## config.mk

```make
export PLATFORM = sky130hd
export DESIGN_NAME = arm7tdmi_mini_top_flat
export DESIGN_NICKNAME = d
export VERILOG_FILES = /design/src/rtl/arm7tdmi_mini_top_if.sv /design/src/rtl/arm7tdmi_mini_top.sv /design/src/flat_wrapper.sv
export SDC_FILE = /design/constraint.sdc
export NUM_CORES = 1
export LEC_CHECK = 0
export ABC_AREA = 1
export ABC_CLOCK_PERIOD_IN_PS = 3550
export CAP_MARGIN = 20
export CORE_UTILIZATION = 55
export DETAILED_ROUTE_END_ITERATION = 12
export GPL_TIMING_DRIVEN = 0
export PLACE_DENSITY = 0.81
export SKIP_LAST_GASP = 1
export SYNTH_ARGS = -nofsm -noshare
export SYNTH_HDL_FRONTEND = slang
export SYNTH_SLANG_ARGS = --single-unit
```

## constraint.sdc

```tcl
create_clock -name clk -period 3.55 [get_ports clk]
set_input_delay 0.71 -clock clk [delete_from_list [all_inputs] [get_ports clk]]
set_output_delay 0.71 -clock clk [all_outputs]
set_load 0.1 [all_outputs]
```

## src/rtl/arm7tdmi_mini_top_if.sv

```systemverilog
// Word-wide instruction memory port of the mini ARM core.
// The core owns address/strobes; memory returns read data and a ready stall.
interface arm7tdmi_mini_top_if;
    logic [31:0] mem_addr;
    logic [31:0] mem_wdata;
    logic [31:0] mem_rdata;
    logic        mem_we;
    logic        mem_re;
    logic [3:0]  mem_be;
    logic        mem_ready;

    modport master (
        output mem_addr, mem_wdata, mem_we, mem_re, mem_be,
        input  mem_rdata, mem_ready
    );

    modport slave (
        input  mem_addr, mem_wdata, mem_we, mem_re, mem_be,
        output mem_rdata, mem_ready
    );
endinterface

```

## src/rtl/arm7tdmi_mini_top.sv

```systemverilog
// Minimal multicycle ARM-state core: MOV/MVN imm, B/BL, MRC/MCR to CP15,
// undefined-instruction entry for every other coprocessor access.
module arm7tdmi_mini_regfile (
    input  logic        clk,
    input  logic        rst_n,
    input  logic        und_bank,
    input  logic        we,
    input  logic [3:0]  waddr,
    input  logic [31:0] wdata,
    input  logic        exc_we,
    input  logic [31:0] exc_lr,
    input  logic [3:0]  raddr,
    output logic [31:0] rdata
);
    logic [31:0] regs_user [0:14];
    logic [31:0] r13_und;
    logic [31:0] r14_und;

    always_ff @(posedge clk) begin
        if (rst_n) begin
            for (int unsigned i = 0; i < 15; i++) regs_user[i] <= '0;
            r13_und <= '0;
            r14_und <= '0;
        end else begin
            if (we && waddr != 4'd15) begin
                if (und_bank && waddr == 4'd13)      r13_und <= wdata;
                else if (und_bank && waddr == 4'd14) r14_und <= wdata;
                else                                 regs_user[waddr] <= wdata;
            end
            if (exc_we) r14_und <= exc_lr;
        end
    end

    // R15 is supplied by the core (instruction address + 8), so it reads 0 here.
    always_comb begin
        rdata = '0;
        if (raddr == 4'd15)                      rdata = '0;
        else if (und_bank && raddr == 4'd13)     rdata = r13_und;
        else if (und_bank && raddr == 4'd14)     rdata = r14_und;
        else                                     rdata = regs_user[raddr];
    end
endmodule

module arm7tdmi_mini_top (
    input  logic                clk,
    input  logic                rst_n,
    arm7tdmi_mini_top_if.master mem,
    input  logic                debug_en,
    output logic [31:0]         debug_pc,
    output logic [31:0]         debug_instr,
    input  logic                irq,
    input  logic                fiq,
    input  logic                halt,
    output logic                running
);
    localparam logic [31:0] CP15_ID = 32'h4100_7700;
    localparam logic [31:0] C1_MASK = 32'h0000_3384;

    typedef enum logic [1:0] {S_FETCH, S_WAIT, S_EXECUTE, S_IDLE} state_t;
    typedef enum logic [1:0] {INSTR_OTHER, INSTR_DATA, INSTR_BRANCH, INSTR_COPROCESSOR} instr_type_t;
    typedef enum logic [1:0] {CP_OP_NONE, CP_OP_MRC, CP_OP_MCR, CP_OP_UNSUPPORTED} cp_op_t;

    state_t      current_state, next_state;
    logic [31:0] pc, instr_q, cpsr, spsr_und, cp15_c1;
    logic [31:0] pc_next, cpsr_next, c1_next;
    instr_type_t decode_instr_type;
    cp_op_t      decode_cp_op;
    logic [3:0]  decode_cp_num, decode_cp_rd, decode_cp_rn;
    logic [2:0]  decode_cp_opcode1, decode_cp_opcode2;
    logic        cp_present, cp_ready, cp_access_ok, cp_exception;
    logic        undefined_exception, fetch_instruction;
    logic        cond_ok, exec_en, is_mov, und_bank;
    logic [4:0]  rot_amt;
    logic [31:0] imm_rot, mov_result, cp_rdata, mcr_data, rf_rdata, rf_wdata;
    logic        rf_we;
    logic [3:0]  rf_waddr;
    logic        unused_ok;

    function automatic logic cond_pass(input logic [3:0] cond, input logic [3:0] f);
        logic n, z, c, v;
        {n, z, c, v} = f;
        case (cond)
            4'h0: cond_pass = z;              4'h1: cond_pass = !z;
            4'h2: cond_pass = c;              4'h3: cond_pass = !c;
            4'h4: cond_pass = n;              4'h5: cond_pass = !n;
            4'h6: cond_pass = v;              4'h7: cond_pass = !v;
            4'h8: cond_pass = c && !z;        4'h9: cond_pass = !c || z;
            4'hA: cond_pass = n == v;         4'hB: cond_pass = n != v;
            4'hC: cond_pass = !z && (n == v); 4'hD: cond_pass = z || (n != v);
            4'hE: cond_pass = 1'b1;           default: cond_pass = 1'b0;
        endcase
    endfunction

    assign decode_cp_num     = instr_q[11:8];
    assign decode_cp_rd      = instr_q[15:12];
    assign decode_cp_rn      = instr_q[19:16];
    assign decode_cp_opcode1 = instr_q[23:21];
    assign decode_cp_opcode2 = instr_q[7:5];
    assign cp_present        = decode_cp_num == 4'hF;
    assign cp_ready          = 1'b1;
    assign cp_access_ok      = cp_present && decode_cp_opcode1 == 3'd0 &&
                               decode_cp_opcode2 == 3'd0 && instr_q[3:0] == 4'd0;

    always_comb begin
        decode_instr_type = INSTR_OTHER;
        decode_cp_op      = CP_OP_NONE;
        if (instr_q[27:26] == 2'b11) begin
            decode_instr_type = INSTR_COPROCESSOR;
            // 1111 is SWI space, not a coprocessor access: left as a NOP.
            if (instr_q[25:24] == 2'b10 && instr_q[4])
                decode_cp_op = instr_q[20] ? CP_OP_MRC : CP_OP_MCR;
            else if (instr_q[25:24] != 2'b11)
                decode_cp_op = CP_OP_UNSUPPORTED;
        end else if (instr_q[27:25] == 3'b101) begin
            decode_instr_type = INSTR_BRANCH;
        end else if (instr_q[27:26] == 2'b00) begin
            decode_instr_type = INSTR_DATA;
        end
    end

    assign cp_exception = decode_cp_op == CP_OP_UNSUPPORTED ||
                          ((decode_cp_op == CP_OP_MRC || decode_cp_op == CP_OP_MCR) && !cp_access_ok);
    assign cond_ok             = cond_pass(instr_q[31:28], cpsr[31:28]);
    assign exec_en             = current_state == S_EXECUTE && cond_ok;
    assign undefined_exception = exec_en && cp_exception;
    assign und_bank            = cpsr[4:0] == 5'h1B;
    assign is_mov = decode_instr_type == INSTR_DATA && instr_q[25] &&
                    (instr_q[24:21] == 4'hD || instr_q[24:21] == 4'hF) && instr_q[19:16] == 4'd0;

    assign rot_amt    = {instr_q[11:8], 1'b0};
    assign imm_rot    = ({24'd0, instr_q[7:0]} >> rot_amt) |
                        ({24'd0, instr_q[7:0]} << (6'd32 - {1'b0, rot_amt}));
    assign mov_result = instr_q[22] ? ~imm_rot : imm_rot;
    assign mcr_data   = (decode_cp_rd == 4'd15) ? pc + 32'd8 : rf_rdata;

    always_comb begin
        case (decode_cp_rn)
            4'd0:    cp_rdata = CP15_ID;
            4'd1:    cp_rdata = cp15_c1;
            default: cp_rdata = '0;
        endcase
    end

    always_comb begin
        pc_next   = pc + 32'd4;
        cpsr_next = cpsr;
        c1_next   = cp15_c1;
        rf_we     = 1'b0;
        rf_waddr  = decode_cp_rd;
        rf_wdata  = mov_result;
        if (undefined_exception) begin
            pc_next   = 32'h0000_0004;
            cpsr_next = {cpsr[31:8], 1'b1, cpsr[6:5], 5'h1B};
        end else if (exec_en && is_mov) begin
            if (decode_cp_rd == 4'd15) pc_next = {mov_result[31:2], 2'b00};
            else                       rf_we   = 1'b1;
            if (instr_q[20]) begin
                cpsr_next[31] = mov_result[31];
                cpsr_next[30] = mov_result == '0;
                if (rot_amt != 5'd0) cpsr_next[29] = imm_rot[31];
            end
        end else if (exec_en && decode_instr_type == INSTR_BRANCH) begin
            pc_next = pc + 32'd8 + {{6{instr_q[23]}}, instr_q[23:0], 2'b00};
            if (instr_q[24]) begin
                rf_we    = 1'b1;
                rf_waddr = 4'd14;
                rf_wdata = pc + 32'd4;
            end
        end else if (exec_en && decode_cp_op == CP_OP_MRC) begin
            if (decode_cp_rd == 4'd15) cpsr_next[31:28] = cp_rdata[31:28];
            else begin
                rf_we    = 1'b1;
                rf_wdata = cp_rdata;
            end
        end else if (exec_en && decode_cp_op == CP_OP_MCR && decode_cp_rn == 4'd1) begin
            c1_next = mcr_data & C1_MASK;
        end
    end

    arm7tdmi_mini_regfile u_regfile (
        .clk      (clk),
        .rst_n    (rst_n),
        .und_bank (und_bank),
        .we       (rf_we),
        .waddr    (rf_waddr),
        .wdata    (rf_wdata),
        .exc_we   (undefined_exception),
        .exc_lr   (pc + 32'd4),
        .raddr    (decode_cp_rd),
        .rdata    (rf_rdata)
    );

    always_comb begin
        next_state    = current_state;
        mem.mem_re    = 1'b0;
        mem.mem_we    = 1'b0;
        mem.mem_wdata = '0;
        mem.mem_addr  = pc;
        case (current_state)
            S_FETCH: begin
                next_state = S_WAIT;
                mem.mem_re = !rst_n;
            end
            S_WAIT:    if (mem.mem_ready) next_state = S_EXECUTE;
            S_EXECUTE: next_state = (halt || debug_en) ? S_IDLE : S_FETCH;
            S_IDLE:    if (!halt && !debug_en) next_state = S_FETCH;
            default:   next_state = S_FETCH;
        endcase
        mem.mem_be = mem.mem_re ? 4'hF : 4'h0;
        running    = !rst_n && current_state != S_IDLE;
    end

    assign fetch_instruction = mem.mem_re;
    assign unused_ok = &{1'b0, irq, fiq, cp_ready, fetch_instruction};

    always_ff @(posedge clk) begin
        if (rst_n) begin
            current_state <= S_FETCH;
            pc            <= '0;
            instr_q       <= '0;
            cpsr          <= 32'h0000_00D3;
            spsr_und      <= '0;
            cp15_c1       <= '0;
            debug_pc      <= '0;
            debug_instr   <= '0;
        end else begin
            current_state <= next_state;
            if (current_state == S_WAIT && mem.mem_ready) instr_q <= mem.mem_rdata;
            if (current_state == S_EXECUTE) begin
                pc          <= pc_next;
                cpsr        <= cpsr_next;
                cp15_c1     <= c1_next;
                debug_pc    <= pc;
                debug_instr <= instr_q;
                if (undefined_exception) spsr_und <= cpsr;
            end
        end
    end
endmodule

```

## src/flat_wrapper.sv

```systemverilog
// flat-port wrapper written by rule: the top's interface ports become plain ports
module arm7tdmi_mini_top_flat 
  (clk, rst_n, debug_en, debug_pc, debug_instr, irq, fiq, halt, running, mem_mem_addr, mem_mem_wdata, mem_mem_we, mem_mem_re, mem_mem_be, mem_mem_rdata, mem_mem_ready);
  arm7tdmi_mini_top_if mem_i ();
  input  logic clk;
  input  logic rst_n;
  input  logic debug_en;
  output logic [31:0] debug_pc;
  output logic [31:0] debug_instr;
  input  logic irq;
  input  logic fiq;
  input  logic halt;
  output logic running;
  output wire logic [$bits(mem_i.mem_addr)-1:0] mem_mem_addr;
  output wire logic [$bits(mem_i.mem_wdata)-1:0] mem_mem_wdata;
  output wire logic [$bits(mem_i.mem_we)-1:0] mem_mem_we;
  output wire logic [$bits(mem_i.mem_re)-1:0] mem_mem_re;
  output wire logic [$bits(mem_i.mem_be)-1:0] mem_mem_be;
  input wire logic [$bits(mem_i.mem_rdata)-1:0] mem_mem_rdata;
  input wire logic [$bits(mem_i.mem_ready)-1:0] mem_mem_ready;
  assign mem_mem_addr = mem_i.mem_addr;
  assign mem_mem_wdata = mem_i.mem_wdata;
  assign mem_mem_we = mem_i.mem_we;
  assign mem_mem_re = mem_i.mem_re;
  assign mem_mem_be = mem_i.mem_be;
  assign mem_i.mem_rdata = mem_mem_rdata;
  assign mem_i.mem_ready = mem_mem_ready;
  arm7tdmi_mini_top u_core (.clk(clk), .rst_n(rst_n), .mem(mem_i), .debug_en(debug_en), .debug_pc(debug_pc), .debug_instr(debug_instr), .irq(irq), .fiq(fiq), .halt(halt), .running(running));
endmodule
```

==> impl_metrics.csv, run 1 <==
group,metric,value,unit
logic_synthesis,synth_top_family_by_area,"simple AND/OR/NAND/NOR gates",
worst_setup_path,cp-end-kind,"register",
worst_setup_path,crit_start,"u_core.mem.mem_addr[3]$_SDFFE_PP0N_",
sta,slew_viol_final,0,
floorplanning,die-area,20600,um2
worst_setup_path,crit_slowest_cell,"dfxtp_4",
sta,fin_ws,0.109,ns
sta,setup_tns,0,ns
placed_design,dp_hpwl,34300,um
sta,tightest_slew,1.11,ns
placed_design,dp_cells,2316,
sta,period_minus_slack,3.44,ns
worst_setup_path,cp-endpoint,"u_core.mem.mem_addr[31]$_SDFFE_PP0N_",
route,met2_wirelength,19400,um
placed_design,place_ws,-0.318,ns
run_status,status,"finished, final reports clean",
clocking,h-tree-depth,4,
layout,utilization,70.0,%
sta,setup_viol_count_final,0,
logic_synthesis,synth_mux_area_share,0,%
placed_design,place_area,12800,um2
logic_synthesis,yosys_warnings,0,
logic_synthesis,syn_area,11000,um2
logic_synthesis,async_flop_share,0,%
worst_setup_path,worst_setup_path_start_kind,"register",
sta,hold_ws,0.519,ns
worst_setup_path,required,3.83,ns
worst_setup_path,crit_path_frequent_cell,"nand2_1",
global_routing,grt_pass1_vias,11800,
worst_setup_path,crit_fanout,6,
clocking,clk-insertion-delay-late,0.43,ns
worst_setup_path,r2r-end,"u_core.mem.mem_addr[31]$_SDFFE_PP0N_",
layout,nets,2151,
route,wl_met3,4580,um
route,route.vias.total,13600,
sta,rsz0062_at_grt,"true",
sta,min_period_over_period,96.9,%
clocking,cts-root-buf,"clkbuf_16",
logic_synthesis,yosysSeqAreaShare,23.4,%
route,totalWireLength,43500,um
route,top_layer,"met4",
clocking,cts.hold.buffers_added,0,
power_and_ir_drop,ir_worst_vdd,347,uV
floorplanning,pin_count,174,
placed_design,place_congestion,1.09,
worst_setup_path,ff2ff_path_depth,22,
global_routing,overflow,0,
layout,postLayoutCellArea,13700,um2
route,first_pass_iters,8,
logic_synthesis,synth-main-ff-cell,"dfxtp_1",
sta,slew_headroom,25.6,%
global_routing,grt_pass1_wl,64600,um
clocking,cts_sinks,129,
clocking,cts.path.max_buffers,2,
floorplanning,die_w,144,um
logic_synthesis,synth-xor-area-share,4.21,%
layout,final.fill_count,1743,
worst_setup_path,crit_chain,"ha_4 > nand2_2 > nor3_4 > nand2_2 > nor2_2 > inv_1 > nor3_4 > nand3_2 > xor2_4 > inv_2 > ha_4 > nand2_1 > nor2_2 > and2_4 > and2_1 > nand2_1 > nand3_1 > nand3_1 > nand2_1 > nand2_1 > nand2_1 > a21oi_1",
layout,syn2layout_area_growth,24.0,%
logic_synthesis,synth_edf_count,0,
worst_setup_path,worst-setup-path-type,"register to register",
power_and_ir_drop,cellPowerDensity,360,nW/um2
logic_synthesis,synth_fa_ha_area_share,4.72,%
clocking,cts_tree,"done",
sta,fin_skew,0.0118,ns
sta,fmaxAchievable,291,MHz
clocking,cts_buffers,17,
logic_synthesis,syn_inst,1882,
logic_synthesis,synth_seq_cells,129,
worst_setup_path,r2r-start,"u_core.mem.mem_addr[3]$_SDFFE_PP0N_",
floorplanning,rows,51,
worst_setup_path,cp.arrival,3.72,ns
logic_synthesis,synth_cell_types,44,
logic_synthesis,synth-simple-area-share,38.5,%
power_and_ir_drop,p_leak,6.40,nW
worst_setup_path,reg2reg_slack,0.11,ns
sta,hold_viol_final,0,
route,antenna_left,0,
layout,finalNonFillerCells,2350,
global_routing,antenna_found_initial,1,
layout,drive_above_1_share,9.60,%
floorplanning,core,19500,um2
route,vias_per_cell,5.78,
power_and_ir_drop,finalPower,4.93,mW
placed_design,numPortBuffers,133,
floorplanning,start_util,56.5,%
clocking,clk_pin_slew_worst_paths,0.07,ns
route,drtIter0Drc,1772,
logic_synthesis,avgSynthCellArea,5.86,um2
logic_synthesis,synth_compound_area_share,15.4,%
floorplanning,die_h,144,um
global_routing,grt_max_degree,17,
global_routing,globalRouteTotalUtil,41.8,%
worst_setup_path,cp_slowest_stage_delay,0.41,ns
route,route.detailed.drc,0,
run,drv_cap,0,
route,wl_per_cell,18.5,um
worst_hold_path,hold_path.class,"register to register",
route,met1_length,16700,um
==> registers in the layout, summed over array words and instances, names as in the netlist <==
register	flops
u_core.debug_instr	32
u_core.instr_q	32
u_core.debug_pc	30
u_core.mem.mem_addr	30
u_core.cpsr	3
u_core.current_state	2
==> layout by cell type, fill, tap and decap left out, types with 27 or more instances in the layout <==
cell	netlist	layout
nand2_1	592	586
inv_1	195	194
nand3_1	188	186
a21oi_1	156	153
clkdlybuf4s50_1	0	133
nor2_1	146	131
o21ai_0	128	127
dfxtp_1	129	119
buf_4	48	51
clkbuf_1	49	47
xor2_1	47	42
conb_1	1	37
ha_1	40	35
nand4_1	27	27
==> how the worst min path moves through the flow <==
stage / from / to / slack [ns] / cells after the start
2_1_floorplan: u_core.instr_q[16]$_SDFFE_PP0P_ / u_core.debug_instr[16]$_SDFFE_PP0N_ / 0.47 / 2
3_3_place_gp: u_core.mem.mem_addr[30]$_SDFFE_PP0N_ / u_core.mem.mem_addr[30]$_SDFFE_PP0N_ / 0.49 / 2
3_5_place_dp: u_core.mem.mem_addr[5]$_SDFFE_PP0N_ / u_core.mem.mem_addr[5]$_SDFFE_PP0N_ / 0.51 / 2
4_1_cts: u_core.mem.mem_addr[5]$_SDFFE_PP0N_ / u_core.mem.mem_addr[5]$_SDFFE_PP0N_ / 0.52 / 2
5_1_grt: u_core.mem.mem_addr[9]$_SDFFE_PP0N_ / u_core.mem.mem_addr[9]$_SDFFE_PP0N_ / 0.53 / 2
6_report: u_core.mem.mem_addr[9]$_SDFFE_PP0N_ / u_core.mem.mem_addr[9]$_SDFFE_PP0N_ / 0.52 / 2
==> synth_stat cells, types with 8 or more instances <==
master / number / area share (%)
a21oi_1: 156 / 7.1
buf_2: 11 / 0.50
buf_4: 48 / 3.3
buf_6: 8 / 0.82
clkbuf_1: 49 / 1.7
dfxtp_1: 129 / 23
ha_1: 40 / 4.5
inv_1: 195 / 6.6
inv_2: 11 / 0.37
nand2_1: 592 / 20
nand3_1: 188 / 8.5
nand4_1: 27 / 1.5
nor2_1: 146 / 5.0
nor3_1: 19 / 0.86
o21ai_0: 128 / 5.8
o21bai_1: 8 / 0.54
xor2_1: 47 / 3.7
==> what timing repair did <==
action / CTS / global route
pin swaps: 0 / 5
gates resized for setup: 7 / 51
buffers inserted: 0 / 3
endpoints found under the hold margin: 0 / 0
setup endpoints to repair: 12 / 16
==> critical path: cells and delay by family (launching register included) <==
| family | cells | cell delay, ns |
|---|---|---|
| simple gates | 16 | 1.92 |
| fa+ha+maj | 2 | 0.46 |
| flops | 1 | 0.41 |
| xor+xnor | 1 | 0.23 |
| buf+inv | 2 | 0.18 |
| compound gates | 1 | 0.05 |
==> logic make-up (layout without fill, tap and decap cells) <==
logic type                 after synthesis  in the layout
and+or+nand+nor                       1006           1006
buffers and inverters                  331            497
AOI/OAI and AO/OA                      321            321
DFF                                    129            129
xor gates and xnor gates                53             53
adders and majority gates               41             41
other                                    1             38
==> power by group <==
group          internal [mW]  switching [mW]
logic                  0.374            1.16
clock network           1.01           0.781
registers               1.52          0.0855
==> per-layer routing <==
layer	global-route usage, %	up-vias
li1	-	6366
met1	52.1	6168
met2	67.0	879
met5	0	-
met3	6.70	169
met4	27.4	0
==> cell type report <==
class | instances | area [um2] | share of cell area, %
multi-input cells | 1458 | 7300 | 53.4
flip-flops and latches | 129 | 2600 | 19.0
repair buffers | 136 | 1350 | 9.90
inverters | 209 | 787 | 5.76
plain buffers | 120 | 707 | 5.17
clock buffers | 18 | 439 | 3.21
well taps | 265 | 332 | 2.42
clock inverters | 14 | 149 | 1.09
diodes | 1 | 2.50 | 0.0183
(Power assumes the default switching activity.)
==> run 2, diff against run 1 <==
GPL_ROUTABILITY_DRIVEN = 1   (was default)
==> results of run 2 <==
Final layout, timing and power as in run 1 (identical DEF).
